--- src/rtl/tap_pkg.sv ---
// Shared constants for the TAP data/instruction register block: state codes,
// opcodes, instruction width and the opcode-to-data-register decode.
package tap_pkg;

  localparam int IR_W = 4;

  typedef enum logic [3:0] {
    ST_EX2DR = 4'h0,
    ST_EX1DR = 4'h1,
    ST_SHDR  = 4'h2,
    ST_PAUDR = 4'h3,
    ST_SELIR = 4'h4,
    ST_UPDDR = 4'h5,
    ST_CAPDR = 4'h6,
    ST_SELDR = 4'h7,
    ST_EX2IR = 4'h8,
    ST_EX1IR = 4'h9,
    ST_SHIR  = 4'hA,
    ST_PAUIR = 4'hB,
    ST_RTI   = 4'hC,
    ST_UPDIR = 4'hD,
    ST_CAPIR = 4'hE,
    ST_TLR   = 4'hF
  } tap_state_e;

  localparam logic [IR_W-1:0] OP_IDCODE  = 4'b0001;
  localparam logic [IR_W-1:0] OP_USER    = 4'b0010;
  localparam logic [IR_W-1:0] OP_BYPASS  = 4'b1111;
  localparam logic [IR_W-1:0] IR_CAPTURE = 4'b0001;

  typedef enum logic [1:0] {
    DR_BYPASS = 2'd0,
    DR_IDCODE = 2'd1,
    DR_USER   = 2'd2
  } dr_sel_e;

  // Unknown opcodes fall back to the 1-bit bypass register.
  function automatic dr_sel_e dr_select(input logic [IR_W-1:0] op);
    dr_sel_e sel;
    sel = DR_BYPASS;
    case (op)
      OP_IDCODE: sel = DR_IDCODE;
      OP_USER:   sel = DR_USER;
      default:   sel = DR_BYPASS;
    endcase
    return sel;
  endfunction

endpackage

--- src/rtl/tap_shreg.sv ---
// Generic capture/shift data register: parallel load on capture, right shift
// with serial input into the MSB, LSB presented as serial output.
module tap_shreg #(
  parameter int W = 8
) (
  input  logic         i_clk,
  input  logic         i_rst,
  input  logic         i_cap,
  input  logic         i_shift,
  input  logic [W-1:0] i_pin,
  input  logic         i_si,
  output logic         o_so,
  output logic [W-1:0] o_q
);

  logic [W-1:0] r_sh;
  logic [W-1:0] w_shifted;

  generate
    if (W == 1) begin : g_one
      assign w_shifted = i_si;
    end else begin : g_multi
      assign w_shifted = {i_si, r_sh[W-1:1]};
    end
  endgenerate

  // Capture wins over shift; otherwise the register holds.
  always_ff @(posedge i_clk or posedge i_rst) begin
    if (i_rst) begin
      r_sh <= {W{1'b0}};
    end else if (i_cap) begin
      r_sh <= i_pin;
    end else if (i_shift) begin
      r_sh <= w_shifted;
    end else begin
      r_sh <= r_sh;
    end
  end

  assign o_so = r_sh[0];
  assign o_q  = r_sh;

endmodule

--- src/rtl/tap_regs.sv ---
// TAP instruction and data registers (IDCODE, USER, BYPASS) driven by an
// externally supplied TAP controller state code.
module tap_regs
  import tap_pkg::*;
#(
  parameter logic [31:0] IDCODE_VAL = 32'h1000_0001,
  parameter int          USER_W     = 8
) (
  input  logic              GCLK_Pad,
  input  logic              TRST_Pad,
  input  logic              state_obs0_Pad,
  input  logic              state_obs1_Pad,
  input  logic              state_obs2_Pad,
  input  logic              state_obs3_Pad,
  input  logic              TDI_Pad,
  output logic              TDO_Pad,
  output logic [IR_W-1:0]   ir_q,
  input  logic [USER_W-1:0] user_in,
  output logic [USER_W-1:0] user_q,
  output logic              user_upd
);

  tap_state_e        w_state;
  dr_sel_e           w_sel;
  logic              w_cap_dr;
  logic              w_sh_dr;
  logic              w_id_so;
  logic [31:0]       w_id_q_unused;
  logic              w_user_so;
  logic [USER_W-1:0] w_user_q;
  logic [IR_W-1:0]   r_ir_sh;
  logic [IR_W-1:0]   r_ir_q;
  logic              r_bypass;
  logic [USER_W-1:0] r_user_q;
  logic              r_user_upd;
  logic              r_tdo_s;

  assign w_state  = tap_state_e'({state_obs3_Pad, state_obs2_Pad,
                                  state_obs1_Pad, state_obs0_Pad});
  assign w_sel    = dr_select(r_ir_q);
  assign w_cap_dr = (w_state == ST_CAPDR);
  assign w_sh_dr  = (w_state == ST_SHDR);

  tap_shreg #(.W(32)) u_idcode (
    .i_clk   (GCLK_Pad),
    .i_rst   (TRST_Pad),
    .i_cap   (w_cap_dr && (w_sel == DR_IDCODE)),
    .i_shift (w_sh_dr && (w_sel == DR_IDCODE)),
    .i_pin   (IDCODE_VAL),
    .i_si    (TDI_Pad),
    .o_so    (w_id_so),
    .o_q     (w_id_q_unused)
  );

  tap_shreg #(.W(USER_W)) u_user (
    .i_clk   (GCLK_Pad),
    .i_rst   (TRST_Pad),
    .i_cap   (w_cap_dr && (w_sel == DR_USER)),
    .i_shift (w_sh_dr && (w_sel == DR_USER)),
    .i_pin   (user_in),
    .i_si    (TDI_Pad),
    .o_so    (w_user_so),
    .o_q     (w_user_q)
  );

  // Instruction path; ir_q only moves at UpdIR or Test-Logic-Reset.
  always_ff @(posedge GCLK_Pad or posedge TRST_Pad) begin
    if (TRST_Pad) begin
      r_ir_sh <= IR_CAPTURE;
      r_ir_q  <= OP_IDCODE;
    end else begin
      case (w_state)
        ST_CAPIR: r_ir_sh <= IR_CAPTURE;
        ST_SHIR:  r_ir_sh <= {TDI_Pad, r_ir_sh[IR_W-1:1]};
        ST_UPDIR: r_ir_q  <= r_ir_sh;
        ST_TLR:   r_ir_q  <= OP_IDCODE;
        default: begin
          r_ir_sh <= r_ir_sh;
          r_ir_q  <= r_ir_q;
        end
      endcase
    end
  end

  // Single-bit bypass register.
  always_ff @(posedge GCLK_Pad or posedge TRST_Pad) begin
    if (TRST_Pad) begin
      r_bypass <= 1'b0;
    end else if (w_cap_dr && (w_sel == DR_BYPASS)) begin
      r_bypass <= 1'b0;
    end else if (w_sh_dr && (w_sel == DR_BYPASS)) begin
      r_bypass <= TDI_Pad;
    end else begin
      r_bypass <= r_bypass;
    end
  end

  // USER update register; the strobe lasts exactly one cycle after UpdDR.
  always_ff @(posedge GCLK_Pad or posedge TRST_Pad) begin
    if (TRST_Pad) begin
      r_user_q   <= {USER_W{1'b0}};
      r_user_upd <= 1'b0;
    end else if ((w_state == ST_UPDDR) && (w_sel == DR_USER)) begin
      r_user_q   <= w_user_q;
      r_user_upd <= 1'b1;
    end else begin
      r_user_q   <= r_user_q;
      r_user_upd <= 1'b0;
    end
  end

  // TDO follows the live state code so the first shifted bit is visible at once.
  always_comb begin
    r_tdo_s = 1'b0;
    case (w_state)
      ST_SHIR: r_tdo_s = r_ir_sh[0];
      ST_SHDR: begin
        case (w_sel)
          DR_IDCODE: r_tdo_s = w_id_so;
          DR_USER:   r_tdo_s = w_user_so;
          default:   r_tdo_s = r_bypass;
        endcase
      end
      default: r_tdo_s = 1'b0;
    endcase
  end

  assign TDO_Pad  = r_tdo_s;
  assign ir_q     = r_ir_q;
  assign user_q   = r_user_q;
  assign user_upd = r_user_upd;

endmodule

--- config.mk ---
export PLATFORM = sky130hd
export DESIGN_NAME = tap_regs
export DESIGN_NICKNAME = d
export VERILOG_FILES = /design/src/rtl/tap_pkg.sv /design/src/rtl/tap_shreg.sv /design/src/rtl/tap_regs.sv
export SDC_FILE = /design/constraint.sdc
export NUM_CORES = 1
export LEC_CHECK = 0
export CAP_MARGIN = 20
export CELL_PAD_IN_SITES_DETAIL_PLACEMENT = 1
export CELL_PAD_IN_SITES_GLOBAL_PLACEMENT = 2
export CORE_MARGIN = 4
export CORE_UTILIZATION = 33
export CTS_BUF_LIST = sky130_fd_sc_hd__clkbuf_16
export CTS_CLUSTER_DIAMETER = 50
export DETAILED_ROUTE_END_ITERATION = 16
export GPL_TIMING_DRIVEN = 0
export PLACE_DENSITY = 0.79
export SYNTH_ARGS = -nofsm -noshare
export SYNTH_HDL_FRONTEND = slang
export SYNTH_HIERARCHICAL = 1
export SYNTH_SLANG_ARGS = --single-unit
export TNS_END_PERCENT = 50
--- constraint.sdc ---
create_clock -name GCLK_Pad -period 1.75 [get_ports GCLK_Pad]
set_clock_uncertainty 0.15 [all_clocks]
set_input_delay 0.2625 -clock GCLK_Pad [delete_from_list [all_inputs] [get_ports GCLK_Pad]]
set_output_delay 0.2625 -clock GCLK_Pad [all_outputs]
set_load 0.02 [all_outputs]
### Yosys cells after proc, flatten, opt, wreduce, memory -nomap -nowiden

Index checks and enable logic that the tools add are counted.

* register bits after elaboration: 58
* bits in latches: 0
* bits in writable memories: 0
* memory bits (read-only): 0
* input port bits: 15
* output and inout port bits: 14
* word-level logic and storage cells: 43
* memories: 0

* add/sub/neg operators: 0
* multipliers: 0
* div/mod/pow operators: 0
* $lt $le $gt $ge: 0
* eq/ne operators: 11
* shift operators: 0
* multiplexer cells: 12
* bitwise operators: 0
* reductions and logical operators: 13

Operators with widths (number)
* 32-bit two-way mux: 2
* 4-bit == test, second input constant: 4
* 8-bit two-way mux: 2
* 4-bit one-hot mux with 2 select lines: 2
* 2-bit nonzero test: 5
* 4-bit by 2-bit == test with 1-bit output, second input constant: 2
* 4-bit by 3-bit == test with 1-bit output, second input constant: 2
* 1-bit logical AND: 7
* 4-bit by 1-bit == test with 1-bit output, second input constant: 1
* 1-bit one-hot mux with 2 select lines: 2
* 2-bit one-hot mux with 2 select lines: 1
* 1-bit two-way mux: 3
* 2-bit by 1-bit == test with 1-bit output, second input constant: 1
* 2-bit == test, second input constant: 1
* 2-bit logical NOT: 1

### Depth between registers and ports, before layout

* depth after elaboration: 6
* depth in mapped cells: 10
* mapped depth without buffers: 8

### Cells and area by module

The synthesis kept the hierarchy.

Modules (own cells, without submodules)
* tap_shreg (u_idcode): instances 1, cells an instance 141, area each 1526.5 sq um, sequential area each 800.8 sq um
* tap_regs: instances 1, cells an instance 81, area each 878.3 sq um, sequential area each 452.9 sq um
* tap_shreg (u_user): instances 1, cells an instance 36, area each 384.1 sq um, sequential area each 200.2 sq um

### Worst setup path before layout

No wires, ideal clock.

* path type: register to output
* start: register r_ir_q[2] (netlist: ir_q[2])
* end: output port TDO_Pad
* arrival: 1734 ps
* data required time: 1337 ps
* path slack: -397 ps
* stages on the path, launching flop included: 8
* buffers on the path: 0
* cell sequence: dfrtp_1 > nor2_1 > nand3b_1 > inv_1 > ha_1 > a22oi_1 > and3_1 > nor3_1

* longest elaborated chain between the ends: 5
* elaborated cells between the ends (all ways): 7
* those cells by class: 4 x eq/ne; 3 x mux

Ends and longest elaborated chain
* start, declared: RTL line tap_regs.sv:32 `logic [IR_W-1:0] r_ir_q;`
* start signal, assigned: RTL line tap_regs.sv:75 `ST_UPDIR: r_ir_q <= r_ir_sh;`
* start signal, assigned: RTL line tap_regs.sv:79 `r_ir_q <= r_ir_q;`
* 4-bit by 2-bit == test with 1-bit output or 4-bit by 1-bit == test with 1-bit output (tied branches): RTL line tap_pkg.sv:41 `case (op)`
* 2-bit one-hot mux with 2 select lines (*): RTL line tap_pkg.sv:41
* 2-bit == test or 2-bit by 1-bit == test with 1-bit output (tied branches): RTL line tap_regs.sv:118 `case (w_sel)`
* 1-bit one-hot mux with 2 select lines (*): RTL line tap_regs.sv:118
* 1-bit one-hot mux with 2 select lines (*): RTL line tap_regs.sv:115 `case (w_state)`
* end, declared: RTL line tap_regs.sv:16 `output logic TDO_Pad,`

Mark *: on every way between the ends. The rest lies on a longest branch, timed or not.

### Final worst setup path

Same ends and word-level chain as after synthesis.

==> metrics.md <==
| Metric | Value |
|---|---|
| R2r startpoint | `ir_q[2]$_DFFE_PP0P_` |
| Layout Nets | `359` |
| Via count | `2062` |
| Worst R2R End | `u_idcode/o_q[16]$_DFFE_PP0P_` |
| Cell Area, Synth | `0.002781 mm^2` |
| Clock power share | `35.8%` |
| Diode count | `0` |
| Clk sinks | `58` |
| Post-route antenna net violation count | `0` |
| Clock root buffer | `clkbuf_16` |
| H-Tree Level Count | `3` |
| DRC violations left | `0` |
| Crit path max-delay family | `simple AND/OR/NAND/NOR gates` |
| Die area | `0.009961 mm^2` |
| Crit start category | `flop` |
| Final-report setup violation count | `50` |
| Fraction of layout cells with a size suffix above 1 | `23.41%` |
| RSZ-0062 raised after global routing | `yes` |
| Metal-1 WL | `2.866 mm` |
| Combinational Power Share | `18.3%` |
| Finished Layout Cells | `451` |
| Drt pass-1 iters | `3` |
| Post-synthesis cell count | `257` |
| CP max FO | `3` |
| Pwr dens | `1125 mW/mm^2` |
| HP Class | `in2async` |
| Post-Syn Area per Cell | `10.82 um^2` |
| Die height | `99.81 um` |
| Critical Path AT | `1920 ps` |
| Max_slew headroom | `50.13%` |
| Power Internal | `3.127 mW` |
| Starting Density | `33.85%` |
| Design area | `0.003892 mm^2` |
| Routed WL | `6.557 mm` |
| R2R depth | `12` |
| TNS Setup | `-15680 ps` |
| Reg area | `0.001456 mm^2` |
| Clock Pin Slew Worst Setup and Hold Paths | `50 ps` |
| CTS buffer count | `9` |
| Overflow after GRT | `0` |
| P_sw | `1.254 mW` |
| Met3 routed WL | `237 um` |
| Largest net degree at the start of global routing | `21` |
| Final Cycle Share | `133.5%` |
| FMAX | `428.0 MHz` |
| TritonCTS clock tree | `built` |
| Req. time, crit path | `1340 ps` |
| Failing checks | `negative setup slack` |
| R2R Setup Slk | `-470 ps` |
| Port Buffers | `28` |
| FP Rows | `33` |
| Worst setup path category | `reg2out` |
| Routability cong. | `0.7070` |
| Max Cap Violations | `0` |
| Post-detail-place hpwl | `4.060 mm` |
| Die X | `99.81 um` |
| Largest stage delay, worst path | `420 ps` |
| Worst skew pair latency | `320 ps` |
| Multi-input gate area | `0.001383 mm^2` |
| Met2 routed WL | `3.354 mm` |
| Layout area overhead | `39.95%` |
| Syn. warnings | `6` |
| CP cell instances | `nor2_4 > nand3b_1 > ha_1 > and3_4 > nor3_4 > buf_6` |
| Pleak | `1.715 nW` |
| Dpl cell area | `0.003349 mm^2` |
| Final Worst Setup Slack | `-586.2 ps` |
| Pins Over Slew Limit | `0` |
| Total Routing Usage GR | `13.52%` |
| DR top layer | `met4` |
| Global-route wire length before repair | `10.76 mm` |
| Vias in the first global route | `2222` |
| 1st-iter DRT viols | `41` |
| Kind of end point of the critical path | `output pin` |
| Slew @ Worst Pin | `747.3 ps` |
| Pre-CTS setup slack | `-834.8 ps` |
| Final number of hold-violating endpoints | `0` |
| Core Region | `0.008217 mm^2` |
| Slowest cell on crit path | `dfrtp_2` |
| Antenna violations before repair | `0` |
| Ports | `29` |
| Routed wire per std cell | `14.54 um` |
| Hold_ws | `116.0 ps` |
| Clk buf depth | `2` |
| Fill cells | `910` |
| Vias per std cell | `4.572` |
| Tot Pwr | `4.381 mW` |
| Fin crit period | `2336 ps` |
| Switching Share | `28.62%` |
| Maximum VDD drop | `510.1 uV` |
| Bufs and invs on worst path | `1` |
| Inst Count DP | `421` |
| Status | `complete, but fails checks` |
| Sequential Power Share | `45.9%` |
| Final core occ | `47.37%` |
## how the worst max path moves through the flow
stage,from,to,slack (ps),cells after the start
finish,ir_q[2]$_DFFE_PP0P_,TDO_Pad,-590,6
global route,ir_q[2]$_DFFE_PP0P_,TDO_Pad,-660,6
CTS,ir_q[2]$_DFFE_PP0P_,TDO_Pad,-570,8
detailed placement,state_obs1_Pad,TDO_Pad,-830,5
global placement,state_obs1_Pad,TDO_Pad,-790,5
floorplan,ir_q[2]$_DFFE_PP0P_,user_q[0]$_DFFE_PP0P_,-190,7
## power groups by stage
stage | registers (mW) | logic (mW) | clock network (mW)
floorplan | 1.94 | 0.520 | 0
global placement | 1.99 | 0.665 | 0
detailed placement | 2.01 | 0.701 | 0
CTS | 1.99 | 0.767 | 1.61
global route | 2.07 | 0.919 | 1.68
finish | 2.01 | 0.802 | 1.57
## layer usage
metal	vias up	track usage, %
met3	11	3.197
met4	0	5.042
met1	1005	16.58
li1	1015	-
met2	31	23.09
met5	-	0
## placed cells by master, fill, tap and decap left out, types with 3 or more instances in the layout
master	count
clkdlybuf4s50_1	21
mux2_2	4
o21ai_1	38
clkinv_2	3
buf_2	4
nand2b_1	5
dlymetal6s2s_1	3
buf_12	6
buf_6	6
inv_1	5
clkbuf_16	9
clkinvlp_4	3
buf_4	12
nand2_1	48
dfrtp_1	54
o21ai_0	8
mux2i_1	36
nand3b_1	3
nor2_4	3
mux2_4	6
mux2i_2	3
conb_1	32
## flip-flops by register name, indices dropped and copies added (netlist names)
name          cells
user_q            8
user_upd          1
u_user/o_q        8
ir_q              4
r_ir_sh           4
u_idcode/o_q     32
r_bypass          1
## what timing repair did
item                       4_1_cts  5_1_grt
resized for setup               29       25
cloned                           3        0
pin swaps                        4       10
setup endpoints to repair       51       53
hold buffers                     0        0
hold endpoints to repair         0        0
buffers inserted                10        5
## cell type report
cell class / count / share of cell area (%)
clock inverter: 7 / 1.189
buffer: 14 / 3.600
multi-input combinational: 208 / 35.52
tap: 105 / 3.375
clock buffer: 9 / 5.786
inverter: 6 / 0.5786
timing repair buffer: 44 / 12.54
sequential: 58 / 37.42
No activity file was read; power rests on OpenSTA's default activity.
